$ cat config.mk
export PLATFORM = sky130hd
export DESIGN_NAME = rx_fifo_bus_if_mc
export DESIGN_NICKNAME = d
export VERILOG_FILES = /design/src/rtl/rx_fifo_bus_if_mc.sv
export SDC_FILE = /design/constraint.sdc
export NUM_CORES = 1
export LEC_CHECK = 0
export BUFFER_PORTS_ARGS = -buffer_cell sky130_fd_sc_hd__clkbuf_2
export CAP_MARGIN = 30
export CORE_UTILIZATION = 25
export DETAILED_ROUTE_END_ITERATION = 8
export PLACE_DENSITY_LB_ADDON = 0.1
export SLEW_MARGIN = 5
export SYNTH_ARGS = -nofsm -noshare
export SYNTH_HDL_FRONTEND = slang
export SYNTH_SLANG_ARGS = --single-unit
$ cat constraint.sdc
create_clock -name busClk -period 2.6 [get_ports busClk]
set_input_delay 0.13 -clock busClk [delete_from_list [all_inputs] [get_ports busClk]]
set_output_delay 0.13 -clock busClk [all_outputs]
set_load 0.005 [all_outputs]
$ cat src/rtl/rx_fifo_bus_if_mc.sv
// Bus-side register interface for NUM_CH USB RX endpoint FIFOs: data pop with ack
// handshake, coherent 16-bit count reads, threshold interrupts, underflow flags and flush pulses.
module rx_fifo_bus_if_mc #(
    parameter int NUM_CH = 4,
    parameter int CNT_W  = 16,
    parameter int RD_LAT = 1,
    localparam int CH_W  = (NUM_CH > 1) ? $clog2(NUM_CH) : 1
) (
    input  logic                      busClk,
    input  logic                      rstN,
    input  logic [CH_W+2:0]           address,
    input  logic                      writeEn,
    input  logic                      strobe_i,
    input  logic [7:0]                busDataIn,
    output logic [7:0]                busDataOut,
    output logic                      ackOut,
    output logic [NUM_CH-1:0]         fifoREn,
    input  logic [NUM_CH*8-1:0]       fifoDataIn,
    input  logic [NUM_CH*CNT_W-1:0]   numElementsInFifo,
    output logic [NUM_CH-1:0]         forceEmpty,
    output logic [NUM_CH-1:0]         irq
);

    localparam logic [2:0] S_IDLE = 3'd0;
    localparam logic [2:0] S_POP  = 3'd1;
    localparam logic [2:0] S_WAIT = 3'd2;
    localparam logic [2:0] S_ACK  = 3'd3;
    localparam logic [2:0] S_DONE = 3'd4;

    localparam logic [2:0] REG_DATA     = 3'd0;
    localparam logic [2:0] REG_STATUS   = 3'd1;
    localparam logic [2:0] REG_COUNT_HI = 3'd2;
    localparam logic [2:0] REG_COUNT_LO = 3'd3;
    localparam logic [2:0] REG_CONTROL  = 3'd4;
    localparam logic [2:0] REG_THR_HI   = 3'd5;
    localparam logic [2:0] REG_THR_LO   = 3'd6;

    localparam logic [1:0] WAIT_LAST = 2'(RD_LAT - 1);

    logic [2:0]        state;
    logic [1:0]        wait_cnt;
    logic [CH_W-1:0]   ch_q;
    logic [2:0]        reg_q;
    logic              we_q;
    logic              ch_ok_q;
    logic              pop_q;
    logic [7:0]        wdata_q;
    logic [7:0]        pop_data;

    logic [15:0]       thr      [NUM_CH];
    logic [7:0]        shadow   [NUM_CH];
    logic [NUM_CH-1:0] irq_en;
    logic [NUM_CH-1:0] underflow;

    logic [15:0]       count     [NUM_CH];
    logic [7:0]        fifo_byte [NUM_CH];
    logic [NUM_CH-1:0] thr_hit;
    logic [NUM_CH-1:0] empty;

    logic [CH_W-1:0]   req_ch;
    logic [2:0]        req_reg;
    logic              req_ch_ok;
    logic              req_pop;
    logic [NUM_CH-1:0] req_onehot;
    logic [7:0]        rd_mux;

    for (genvar g = 0; g < NUM_CH; g++) begin : g_ch
        assign count[g]     = 16'(numElementsInFifo[g*CNT_W +: CNT_W]);
        assign fifo_byte[g] = fifoDataIn[g*8 +: 8];
        assign thr_hit[g]   = (thr[g] != 16'd0) && (count[g] >= thr[g]);
        assign empty[g]     = (count[g] == 16'd0);
    end

    // Channels beyond NUM_CH still get acked but never touch per-channel state.
    assign req_ch     = address[CH_W+2:3];
    assign req_reg    = address[2:0];
    assign req_ch_ok  = ({1'b0, req_ch} < (CH_W+1)'(NUM_CH));
    assign req_pop    = req_ch_ok && !writeEn && (req_reg == REG_DATA) && (count[req_ch] != 16'd0);
    assign req_onehot = NUM_CH'(1) << req_ch;

    always_comb begin
        rd_mux = 8'h00;
        if (ch_ok_q) begin
            case (reg_q)
                REG_DATA:     rd_mux = pop_q ? pop_data : 8'h00;
                REG_STATUS:   rd_mux = {5'b0, underflow[ch_q], thr_hit[ch_q], empty[ch_q]};
                REG_COUNT_HI: rd_mux = count[ch_q][15:8];
                REG_COUNT_LO: rd_mux = shadow[ch_q];
                REG_CONTROL:  rd_mux = {5'b0, irq_en[ch_q], 2'b0};
                REG_THR_HI:   rd_mux = thr[ch_q][15:8];
                REG_THR_LO:   rd_mux = thr[ch_q][7:0];
                default:      rd_mux = 8'h00;
            endcase
        end
    end

    always_ff @(posedge busClk or negedge rstN) begin
        if (!rstN) begin
            state      <= S_IDLE;
            wait_cnt   <= 2'd0;
            ch_q       <= '0;
            reg_q      <= 3'd0;
            we_q       <= 1'b0;
            ch_ok_q    <= 1'b0;
            pop_q      <= 1'b0;
            wdata_q    <= 8'h00;
            pop_data   <= 8'h00;
            busDataOut <= 8'h00;
            ackOut     <= 1'b0;
            fifoREn    <= '0;
            forceEmpty <= '0;
            irq        <= '0;
            irq_en     <= '0;
            underflow  <= '0;
            for (int c = 0; c < NUM_CH; c++) begin
                thr[c]    <= 16'd0;
                shadow[c] <= 8'h00;
            end
        end else begin
            ackOut     <= 1'b0;
            fifoREn    <= '0;
            forceEmpty <= '0;
            irq        <= irq_en & thr_hit;

            case (state)
                S_IDLE: begin
                    if (strobe_i) begin
                        ch_q    <= req_ch;
                        reg_q   <= req_reg;
                        we_q    <= writeEn;
                        ch_ok_q <= req_ch_ok;
                        wdata_q <= busDataIn;
                        pop_q   <= req_pop;
                        if (req_pop) begin
                            fifoREn <= req_onehot;
                            state   <= S_POP;
                        end else begin
                            state   <= S_ACK;
                        end
                    end
                end
                S_POP: begin
                    wait_cnt <= 2'd0;
                    state    <= S_WAIT;
                end
                S_WAIT: begin
                    if (wait_cnt == WAIT_LAST) begin
                        pop_data <= fifo_byte[ch_q];
                        state    <= S_ACK;
                    end else begin
                        wait_cnt <= wait_cnt + 2'd1;
                    end
                end
                S_ACK: begin
                    ackOut <= 1'b1;
                    if (we_q) begin
                        if (ch_ok_q) begin
                            case (reg_q)
                                REG_CONTROL: begin
                                    if (wdata_q[0]) begin
                                        forceEmpty[ch_q] <= 1'b1;
                                        shadow[ch_q]     <= 8'h00;
                                    end
                                    if (wdata_q[1]) underflow[ch_q] <= 1'b0;
                                    irq_en[ch_q] <= wdata_q[2];
                                end
                                REG_THR_HI: thr[ch_q][15:8] <= wdata_q;
                                REG_THR_LO: thr[ch_q][7:0]  <= wdata_q;
                                default: ;
                            endcase
                        end
                    end else begin
                        busDataOut <= rd_mux;
                        // The low byte is frozen at the same instant the high byte is returned.
                        if (ch_ok_q && reg_q == REG_COUNT_HI) shadow[ch_q] <= count[ch_q][7:0];
                        if (ch_ok_q && reg_q == REG_DATA && !pop_q) underflow[ch_q] <= 1'b1;
                    end
                    state <= S_DONE;
                end
                S_DONE: begin
                    if (!strobe_i) state <= S_IDLE;
                end
                default: state <= S_IDLE;
            endcase
        end
    end

endmodule
==> summary.txt, run 1 <==
Post-DRT Antenna Nets -> 0
Gpl congestion -> 0.829
Vias per cell -> 4.86
Yosys reg bits -> 154
CP Capture Type -> register
Htree depth -> 4
Mean Syn Cell Area -> 12.2 um2
Diodes inserted -> 0
Final Critical Period -> 2420 ps
CTS tree -> done
Fraction of layout cells with a size suffix above 1 -> 42.3%
Row cnt -> 70
Chip Width -> 197 um
CP max stage delay -> 640 ps
Max transition margin -> 57.0%
Final WL -> 35,100 um
Nets -> 1,151
DR iter-0 viols -> 427
Die footprint -> 0.0387 mm2
Max Clock Skew -> 13.9 ps
Grt total ovfl -> 0
WL/cell -> 23.5 um
Count of final hold-check violations -> 0
Area Overhead vs Synth -> 24.8%
Sink Count -> 154
DRT Pass-1 Iters -> 4
Setup tns final -> 0 ps
Slowest CP cell -> or4b_2
Max Slew Vio Count -> 0
Global Route Usage Sum -> 18.6%
Setup WS pre-CTS -> 109 ps
Critical Path Source Type -> register
Worst Path Arrival -> 2740 ps
Period utilization -> 93.0%
Max frequency -> 414 MHz
# fillers -> 3,833
Req. time, crit path -> 2920 ps
Area of the multi-input gates -> 0.00517 mm2
Via count -> 7,234
Crit path max fanout -> 4
Number of global-route vias before repair -> 7,465
CTS buffer count -> 17
Residual DRC -> 0
Post-layout util -> 32.0%
Leak -> 0.00528 uW
Cell count after synthesis -> 778
# port buffers -> 133
Yosys Warn Count -> 0
Post-synthesis async set-or-reset flop share -> 100%
CTS max path bufs -> 2
Core area -> 0.0370 mm2
Largest net degree at the start of global routing -> 53
DP HPWL -> 28,000 um
Buffers & Inverters on Critical Path -> 0
Status -> complete, no violations
Post-synth EDFFs -> 0
Initial Util -> 25.6%
Critical path type -> reg -> reg
Netlist Area Pre-Place -> 0.00947 mm2
Critical path's top delay family -> simple AND/OR/NAND/NOR gates
Post-CTS setup buffer count -> 0
Final setup vio count -> 0
Sequential-to-total area share from yosys stat -> 40.7%
MaxCap Viol Count -> 0
Clk root buf -> clkbuf_16
Leading cell type in the layout, fill and taps excluded -> dfrtp_1
Die height -> 197 um
Highest-count cells in the layout ignoring fill and taps -> dfrtp_1 (151), clkbuf_2 (132), mux2_2 (121)
Worst setup margin -> 183 ps
First-pass GRT wire length -> 51,200 um
# IOs -> 134
Max rail drop VDD -> 543 uV
RSZ-0062 raised after global routing -> false
Least-Margin Pin Slew -> 645 ps
Netlist cell types -> 59
Clk pin slew, worst setup/hold paths -> 70 ps
Register Area -> 0.00386 mm2
Syn nets -> 956
Leading register cell type out of synthesis -> dfrtp_1
Worst skew pair latency -> 450 ps
HP Class -> in -> reg
Initial antenna violation count -> 0
Worst-path cell chain -> ha_1, nand2b_1, a2111oi_0, nor4b_1, or4b_2, nor2_1, o41ai_2
P per Cell Area -> 1050 mW/mm2
==> repair_timing <==
item,CTS,global route
gates resized for setup,0,2
hold endpoints to repair,66,0
hold buffers,17,0
endpoints found under the setup margin,0,1
==> per-stage QoR <==
stage	std cells	hold slack, ps	cell area (um2)	power [uW]
finish	1490	145	11800	12500
global route	1490	137	11800	13300
CTS	1490	119	11800	12600
detailed placement	1441	147	11100	10000
global placement	1441	149	11100	10000
floorplan	778	-166	9470	7630
==> logic make-up after synthesis <==
group	share of synthesized area, %
muxes	27.5
buffers and inverters	4.80
AOI/OAI and AO/OA	7.65
and+or+nand+nor	10.7
adders and majority gates	8.59
DFF	40.7
==> worst min-delay path, cell delays in order <==
cell and delay [ps]:
clkbuf_2 70, mux4_2 220, mux2_2 140
==> cell type report <==
| cell class | count | share of cell area, % |
|---|---|---|
| timing repair buffer | 208 | 11.2 |
| clock inverter | 15 | 1.20 |
| multi-input combinational | 521 | 43.7 |
| clock buffer | 17 | 3.60 |
| sequential | 154 | 32.7 |
| inverter | 71 | 2.25 |
| tap | 504 | 5.34 |
==> cell usage after synthesis, types with 8 or more instances <==
master    count  share of area [%]
a22o_1       18                1.7
ha_1         65                8.6
clkbuf_1      8               0.32
mux2_2      121                 14
nand2_1      23               0.91
a31oi_1       9               0.59
nor2_4        8               0.95
nor4_1       34                2.2
nand4_1      19                1.3
mux4_2       48                 11
inv_1        70                2.8
dfrtp_1     154                 41
nor2_1       26                1.0
o21ai_0      18               0.95
a21oi_1      22                1.2
buf_2        11               0.58
nand2b_1      9               0.59
nor2b_1      10               0.66
nor3_1        8               0.42
==> path summary, 6_finish.rpt <==
path | slack [ps] | depth (start not counted) | to | start
max reg2reg | 180 | 7 | busDataOut[1] | thr[32]
min reg2reg | 480 | 2 | wait_cnt[0] | wait_cnt[0]
max | 180 | 7 | busDataOut[1] | thr[32]
min in group asynchronous | 220 | 2 | thr[18] | rstN
max in group asynchronous | 1570 | 3 | pop_data[7] | rstN
min | 140 | 3 | pop_data[0] | fifoDataIn[0]
==> state kept, by name, indices dropped and copies added, names as in the netlist, named ones only <==
name,cells
ackOut,1
busDataOut,8
ch_ok_q,1
ch_q,2
fifoREn,4
forceEmpty,4
irq,4
irq_en,4
pop_data,8
pop_q,1
reg_q,3
shadow,32
state,3
thr,64
wait_cnt,2
wdata_q,8
we_q,1
==> report_power, final <==
group / switching (uW) / internal [uW] / leakage (uW)
Clock: 1210 / 1270 / 0.000269
Sequential: 1130 / 3200 / 0.00207
Combinational: 2900 / 2750 / 0.00294
==> routing by layer <==
layer  track usage [%]  vias to the layer above  wire, um
met1              24.5                     3681     15800
met2              31.0                      158     17100
met4              6.46                        0       933
met3              3.20                       39      1250
li1                  -                     3356         -
met5                 0                        -         0
(Power assumes the default switching activity.)
==> run 2: changes to the inputs <==
--- a/config.mk
+++ b/config.mk
@@ -10,6 +10,7 @@
 export CORE_UTILIZATION = 25
 export DETAILED_ROUTE_END_ITERATION = 8
 export PLACE_DENSITY_LB_ADDON = 0.1
+export REMOVE_ABC_BUFFERS = 1
 export SLEW_MARGIN = 5
 export SYNTH_ARGS = -nofsm -noshare
 export SYNTH_HDL_FRONTEND = slang
==> run 2 against run 1 <==
Global-route usage grew 0.30 points. Clock skew fell by 3.4 ps. Count of clock-buffer cells in the layout is the same. Critical path depth is 1 higher. Via count up 1.5%. First-iteration DRC count grew 3.7%. Non-clock buffer count up 7.
==> summary.txt, run 2 (same netlist as run 1, synthesis figures left out) <==
Startpoint of the worst register-to-register path -> thr[47]
Die height -> 197 um (unchanged)
Row cnt -> 70 (unchanged)
Vias per cell -> 4.91 (+1.1%)
Number of hold buffers added after cts -> 17 (unchanged)
# port buffers -> 133 (unchanged)
Fin area -> 0.0119 mm2 (+0.90%)
Leak -> 0.00533 uW (+1.1%)
Status -> complete, no violations
Critical path type -> reg -> reg
Hold path startpoint -> fifoDataIn[16]
Initial antenna violation count -> 0 (unchanged)
Worst skew pair latency -> 450 ps (about the same)
Chip Width -> 197 um (unchanged)
Max frequency -> 420 MHz (+1.5%)
Highest-count cells in the layout ignoring fill and taps -> dfrtp_1 (152), clkbuf_2 (132), mux2_2 (121)
Met3 usage -> 3.18% (-0.017 points)
Leading cell type in the layout, fill and taps excluded -> dfrtp_1
Area Overhead vs Synth -> 26.0%
MaxCap Viol Count -> 0 (unchanged)
Global Route Usage Sum -> 19.0% (+0.30 points)
P per Cell Area -> 1070 mW/mm2 (+1.6%)
CP Capture Type -> register
GR Util met1 -> 25.0% (+0.50 points)
Sink Count -> 154 (unchanged)
Worst Reg-to-Reg Cells -> 8 (+1)
Final WL -> 35,100 um (+0.13%)
CTS tree -> done
Nets -> 1,158 (+0.61%)
CTS buffer count -> 17 (unchanged)
Period utilization -> 91.6% (-1.4 points)
# IOs -> 134 (unchanged)
Post-DRT Antenna Nets -> 0 (unchanged)
Worst reg2reg setup slack -> 220 ps (+40 ps)
DP HPWL -> 28,000 um (+0.19%)
Final setup vio count -> 0 (unchanged)
Critical Path Source Type -> register
Top reg by flops -> thr
Req. time, crit path -> 2930 ps (about the same)
Post-CTS setup buffer count -> 0 (unchanged)
Final Critical Period -> 2380 ps (-35.9 ps)
Clk pin slew, worst setup/hold paths -> 70 ps (about the same)
Number of global-route vias before repair -> 7,665 (+2.7%)
Max Slew Vio Count -> 0 (unchanged)
Worst Path Arrival -> 2720 ps (-20 ps)
Clk root buf -> clkbuf_16
Largest net degree at the start of global routing -> 57 (+7.5%)
WHS Path Cells -> 3 (unchanged)
Top Usage Layer GRT -> met2
Area post-placement -> 0.0112 mm2 (+0.70%)
Max FFs per register -> 64 (unchanged)
Core area -> 0.0370 mm2 (unchanged)
Gpl congestion -> 0.853 (+2.8%)
HP Class -> in -> reg
DR iter-0 viols -> 443 (+3.7%)
Max rail drop VDD -> 435 uV (-20%)
CTS max path bufs -> 2 (unchanged)
Diodes inserted -> 0 (unchanged)
Worst Hold Endpoint -> pop_data[0]
Largest regs -> thr x64, shadow x32
Count of final hold-check violations -> 0 (unchanged)
Post-CTS Resized -> 0 (unchanged)
Grt total ovfl -> 0 (unchanged)
WL/cell -> 23.5 um (-0.20%)
Met2 usage -> 30.9% (-0.039 points)
Residual DRC -> 0 (unchanged)
Max transition margin -> 60.4% (+3.5 points)
Die footprint -> 0.0387 mm2 (unchanged)
Htree depth -> 4 (unchanged)
RSZ-0062 raised after global routing -> false
First-pass GRT wire length -> 52,500 um (+2.5%)
Via count -> 7,339 (+1.5%)
Least-Margin Pin Slew -> 593 ps (-52.2 ps)
Reg-to-Reg End -> busDataOut[1]
Worst hold slack -> 138 ps (-6.39 ps)
Max Clock Skew -> 10.4 ps (-3.43 ps)
Initial Util -> 25.6% (unchanged)
DRT Pass-1 Iters -> 4 (unchanged)
Crit path max fanout -> 4 (unchanged)
Fraction of layout cells with a size suffix above 1 -> 42.4% (+0.089 points)
-- run 2: where the power goes --
group | switching, uW | internal [uW] | leakage [uW]
clock | 1060 | 1590 | 0.000286
combinational | 3000 | 2830 | 0.00298
sequential | 1090 | 3200 | 0.00207
total | 5150 | 7620 | 0.00533
-- run 2: metrics by stage --
step / std cells / total power, uW / setup TNS [ps] / utilization, % / setup WS [ps]
after CTS: 1495 / 12900 / 0 / 32.3 / 198
after global routing: 1495 / 13600 / 0 / 32.3 / 26.2
final: 1495 / 12800 / 0 / 32.3 / 219
after detailed placement: 1448 / 10200 / 0 / 30.2 / 210
after global placement: 1448 / 10200 / 0 / 30.2 / 245
after floorplan: 746 / 7440 / -68840 / - / -970
-- run 2: worst max-delay path, cell delays in order (launching register included) --
cell	delay [ps]
dfrtp_1	410
inv_1	60
ha_1	310
nand4_1	140
nor2_1	370
nor4b_1	380
or4b_2	210
nor2_1	40
o41ai_1	360
-- run 2: metal layers --
metal / vias to the layer above / share of wire [%]
li1: 3370 / -
met1: 3777 / 45
met2: 151 / 48
met3: 41 / 3.1
met4: 0 / 3.2
met5: - / 0
-- run 2: cell type report --
| type | instances | area [um2] |
|---|---|---|
| inverters | 71 | 267 |
| multi-input cells | 521 | 5160 |
| well taps | 504 | 631 |
| flip-flops and latches | 154 | 3860 |
| fillers | 3829 | 25000 |
| repair buffers | 215 | 1410 |
| clock buffers | 17 | 425 |
| clock inverters | 13 | 179 |
-- run 2: worst max-delay path by stage --
| stage | from | end | slack (ps) |
|---|---|---|---|
| floorplan | ch_q[0] | busDataOut[2] | -970 |
| global placement | thr[47] | busDataOut[1] | 250 |
| detailed placement | thr[47] | busDataOut[1] | 210 |
| CTS | thr[47] | busDataOut[1] | 200 |
| global route | thr[47] | busDataOut[1] | 30 |
| finish | thr[47] | busDataOut[1] | 220 |
==> run 3: changes to the inputs <==
--- a/config.mk
+++ b/config.mk
@@ -7,6 +7,7 @@
 export LEC_CHECK = 0
 export BUFFER_PORTS_ARGS = -buffer_cell sky130_fd_sc_hd__clkbuf_2
 export CAP_MARGIN = 30
+export CORE_ASPECT_RATIO = 1.25
 export CORE_UTILIZATION = 25
 export DETAILED_ROUTE_END_ITERATION = 8
 export PLACE_DENSITY_LB_ADDON = 0.1
==> run 3 against run 2 <==
Combinational power down 6.5%. Largest power group unchanged. Critical endpoint unchanged. Sequential share of layout area up 0.41 points. Design area down 1.2%.
==> summary.txt, run 3 (same netlist as run 1, synthesis figures left out) <==
Clk pin slew, worst setup/hold paths -> 70 ps (about the same)
WL/cell -> 23.9 um (+1.9%)
Worst skew pair latency -> 450 ps (about the same)
# fillers -> 3,785 (-1.1%)
Worst Path Arrival -> 2790 ps (+70 ps)
Post-CTS setup buffer count -> 0 (unchanged)
Hold path startpoint -> fifoDataIn[7]
Reg-to-Reg End -> busDataOut[1]
Critical Path Source Type -> register
Max transition margin -> 51.2% (-9.3 points)
Fraction of layout cells with a size suffix above 1 -> 41.8% (-0.63 points)
Max frequency -> 405 MHz (-3.5%)
Number of global-route vias before repair -> 7,412 (-3.3%)
Nets -> 1,147 (-0.95%)
Row cnt -> 79 (+13%)
DR iter-0 viols -> 355 (-20%)
Final WL -> 35,200 um (about the same)
Startpoint of the worst register-to-register path -> thr[32]
Least-Margin Pin Slew -> 722 ps (+129 ps)
Leak -> 0.00526 uW (-1.3%)
Sequential share of power -> 35.4% (+1.8 points)
Die height -> 220 um (+12%)
Initial antenna violation count -> 0 (unchanged)
Worst Hold Endpoint -> pop_data[7]
Critical path type -> reg -> reg
Count of final hold-check violations -> 0 (unchanged)
Req. time, crit path -> 2930 ps (about the same)
Diodes inserted -> 0 (unchanged)
Max Slew Vio Count -> 0 (unchanged)
First-pass GRT wire length -> 51,600 um (-1.7%)
Core area -> 0.0373 mm2 (+0.82%)
Final setup vio count -> 0 (unchanged)
Chip Width -> 176 um (-10%)
Vias per cell -> 4.93 (+0.41%)
# IOs -> 134 (unchanged)
Largest net degree at the start of global routing -> 59 (+3.5%)
Sw power -> 5060 uW (-1.6%)
Post-layout util -> 31.6% (-0.66 points)
WHS Path Cells -> 3 (unchanged)
Crit path max fanout -> 4 (unchanged)
CP Capture Type -> register
Switching share of power -> 40.7% (+0.35 points)
Residual DRC -> 0 (unchanged)
Via count -> 7,236 (-1.4%)
Status -> complete, no violations
Combinational Power Share -> 43.8% (-1.9 points)
Setup tns final -> 0 ps (unchanged)
Worst Reg-to-Reg Cells -> 7 (-1)
Period utilization -> 94.9% (+3.4 points)
Final Critical Period -> 2470 ps (+87.2 ps)
P per Cell Area -> 1060 mW/mm2 (-1.3%)
DRT Pass-1 Iters -> 5 (+1)
Layout Cells excl Fill -> 1,468 (-1.8%)
Area post-placement -> 0.0110 mm2 (-1.2%)
Post-DRT Antenna Nets -> 0 (unchanged)
Highest-count cells in the layout ignoring fill and taps -> dfrtp_1 (152), clkbuf_2 (132), mux2_2 (121)
Largest regs -> thr x64, shadow x32
Leading cell type in the layout, fill and taps excluded -> dfrtp_1
Grt total ovfl -> 0 (unchanged)
Placed Cells -> 1,420 (-1.9%)
MaxCap Viol Count -> 0 (unchanged)
RSZ-0062 raised after global routing -> false
Gpl congestion -> 0.848 (-0.52%)
Sink Count -> 154 (unchanged)
Pint -> 7390 uW (-3.1%)
DP HPWL -> 28,600 um (+1.9%)
Htree depth -> 4 (unchanged)
Worst reg2reg setup slack -> 130 ps (-90 ps)
Top reg by flops -> thr
Fin area -> 0.0118 mm2 (-1.2%)
Initial Util -> 25.4% (-0.21 points)
Max FFs per register -> 64 (unchanged)
Max Clock Skew -> 11.8 ps (+1.39 ps)
# port buffers -> 133 (unchanged)
Max rail drop VDD -> 496 uV (+14%)
Global Route Usage Sum -> 19.0% (+0.026 points)
HP Class -> in -> reg
CTS max path bufs -> 2 (unchanged)
CTS tree -> done
Clk root buf -> clkbuf_16
Die footprint -> 0.0387 mm2 (about the same)
CTS buffer count -> 17 (unchanged)
Area Overhead vs Synth -> 24.4%
Clock power share -> 20.8% (about the same)
run 3: cell count changes in the layout (fill, tap and decap cells not counted), sizes merged:
cell / previous run / this run
buf: 66 / 56
clkbuf: 149 / 153
inv: 70 / 74
clkinvlp: 4 / 1
bufinv: 4 / 2
clkinv: 6 / 5
dlygate4sd3: 17 / 16
run 3: worst max-delay path by stage:
stage	from	to	depth (start not counted)
CTS	thr[32]	busDataOut[1]	7
global placement	thr[32]	irq[1]	6
global route	thr[15]	busDataOut[1]	8
finish	thr[32]	busDataOut[1]	7
detailed placement	thr[32]	busDataOut[1]	7
floorplan	ch_q[0]	busDataOut[2]	5
run 3: cell type report:
class / count / area, um2 / share of cell area, %
multi-input combinational: 521 / 5160 / 43.8
sequential: 154 / 3860 / 32.8
timing repair buffer: 204 / 1280 / 10.9
tap: 486 / 608 / 5.16
clock buffer: 21 / 470 / 3.99
inverter: 71 / 267 / 2.26
clock inverter: 11 / 134 / 1.14
run 3: critical path: stages (launching register included):
cell and delay, ps:
dfrtp_1 420, ha_1 270, nand2b_1 150, a2111oi_1 570
nor4b_1 90, or4b_2 660, nor2_1 120, o41ai_1 80
run 3: per-layer routing:
| layer | GRT usage, % | routed length, um | vias up |
|---|---|---|---|
| met5 | 0 | 0 | - |
| met4 | 7.48 | 1090 | 0 |
| met3 | 2.90 | 1170 | 37 |
| met2 | 33.8 | 18700 | 157 |
| met1 | 22.7 | 14200 | 3693 |
| li1 | - | - | 3349 |
run 3: through the flow:
| stage | total power (uW) | setup WS [ps] | hold slack [ps] |
|---|---|---|---|
| 6_report | 12400 | 131 | 146 |
| 5_1_grt | 13300 | 9.13 | 138 |
| 3_5_place_dp | 9960 | -21.6 | 175 |
| 4_1_cts | 12600 | 101 | 130 |
| 2_1_floorplan | 7440 | -970 | -166 |
| 3_3_place_gp | 9940 | 6.77 | 172 |
run 3: what timing repair did:
item	4_1_cts	5_1_grt
hold buffers	16	0
setup endpoints to repair	1	0
endpoints found under the hold margin	71	0
gates resized for setup	1	0
run 3: power groups by stage:
stage	clock, uW	combinational [uW]	sequential [uW]
2_1_floorplan	0	3320	4120
3_3_place_gp	0	5470	4470
3_5_place_dp	0	5510	4450
4_1_cts	2670	5550	4410
5_1_grt	2750	6000	4540
6_report	2590	5450	4410
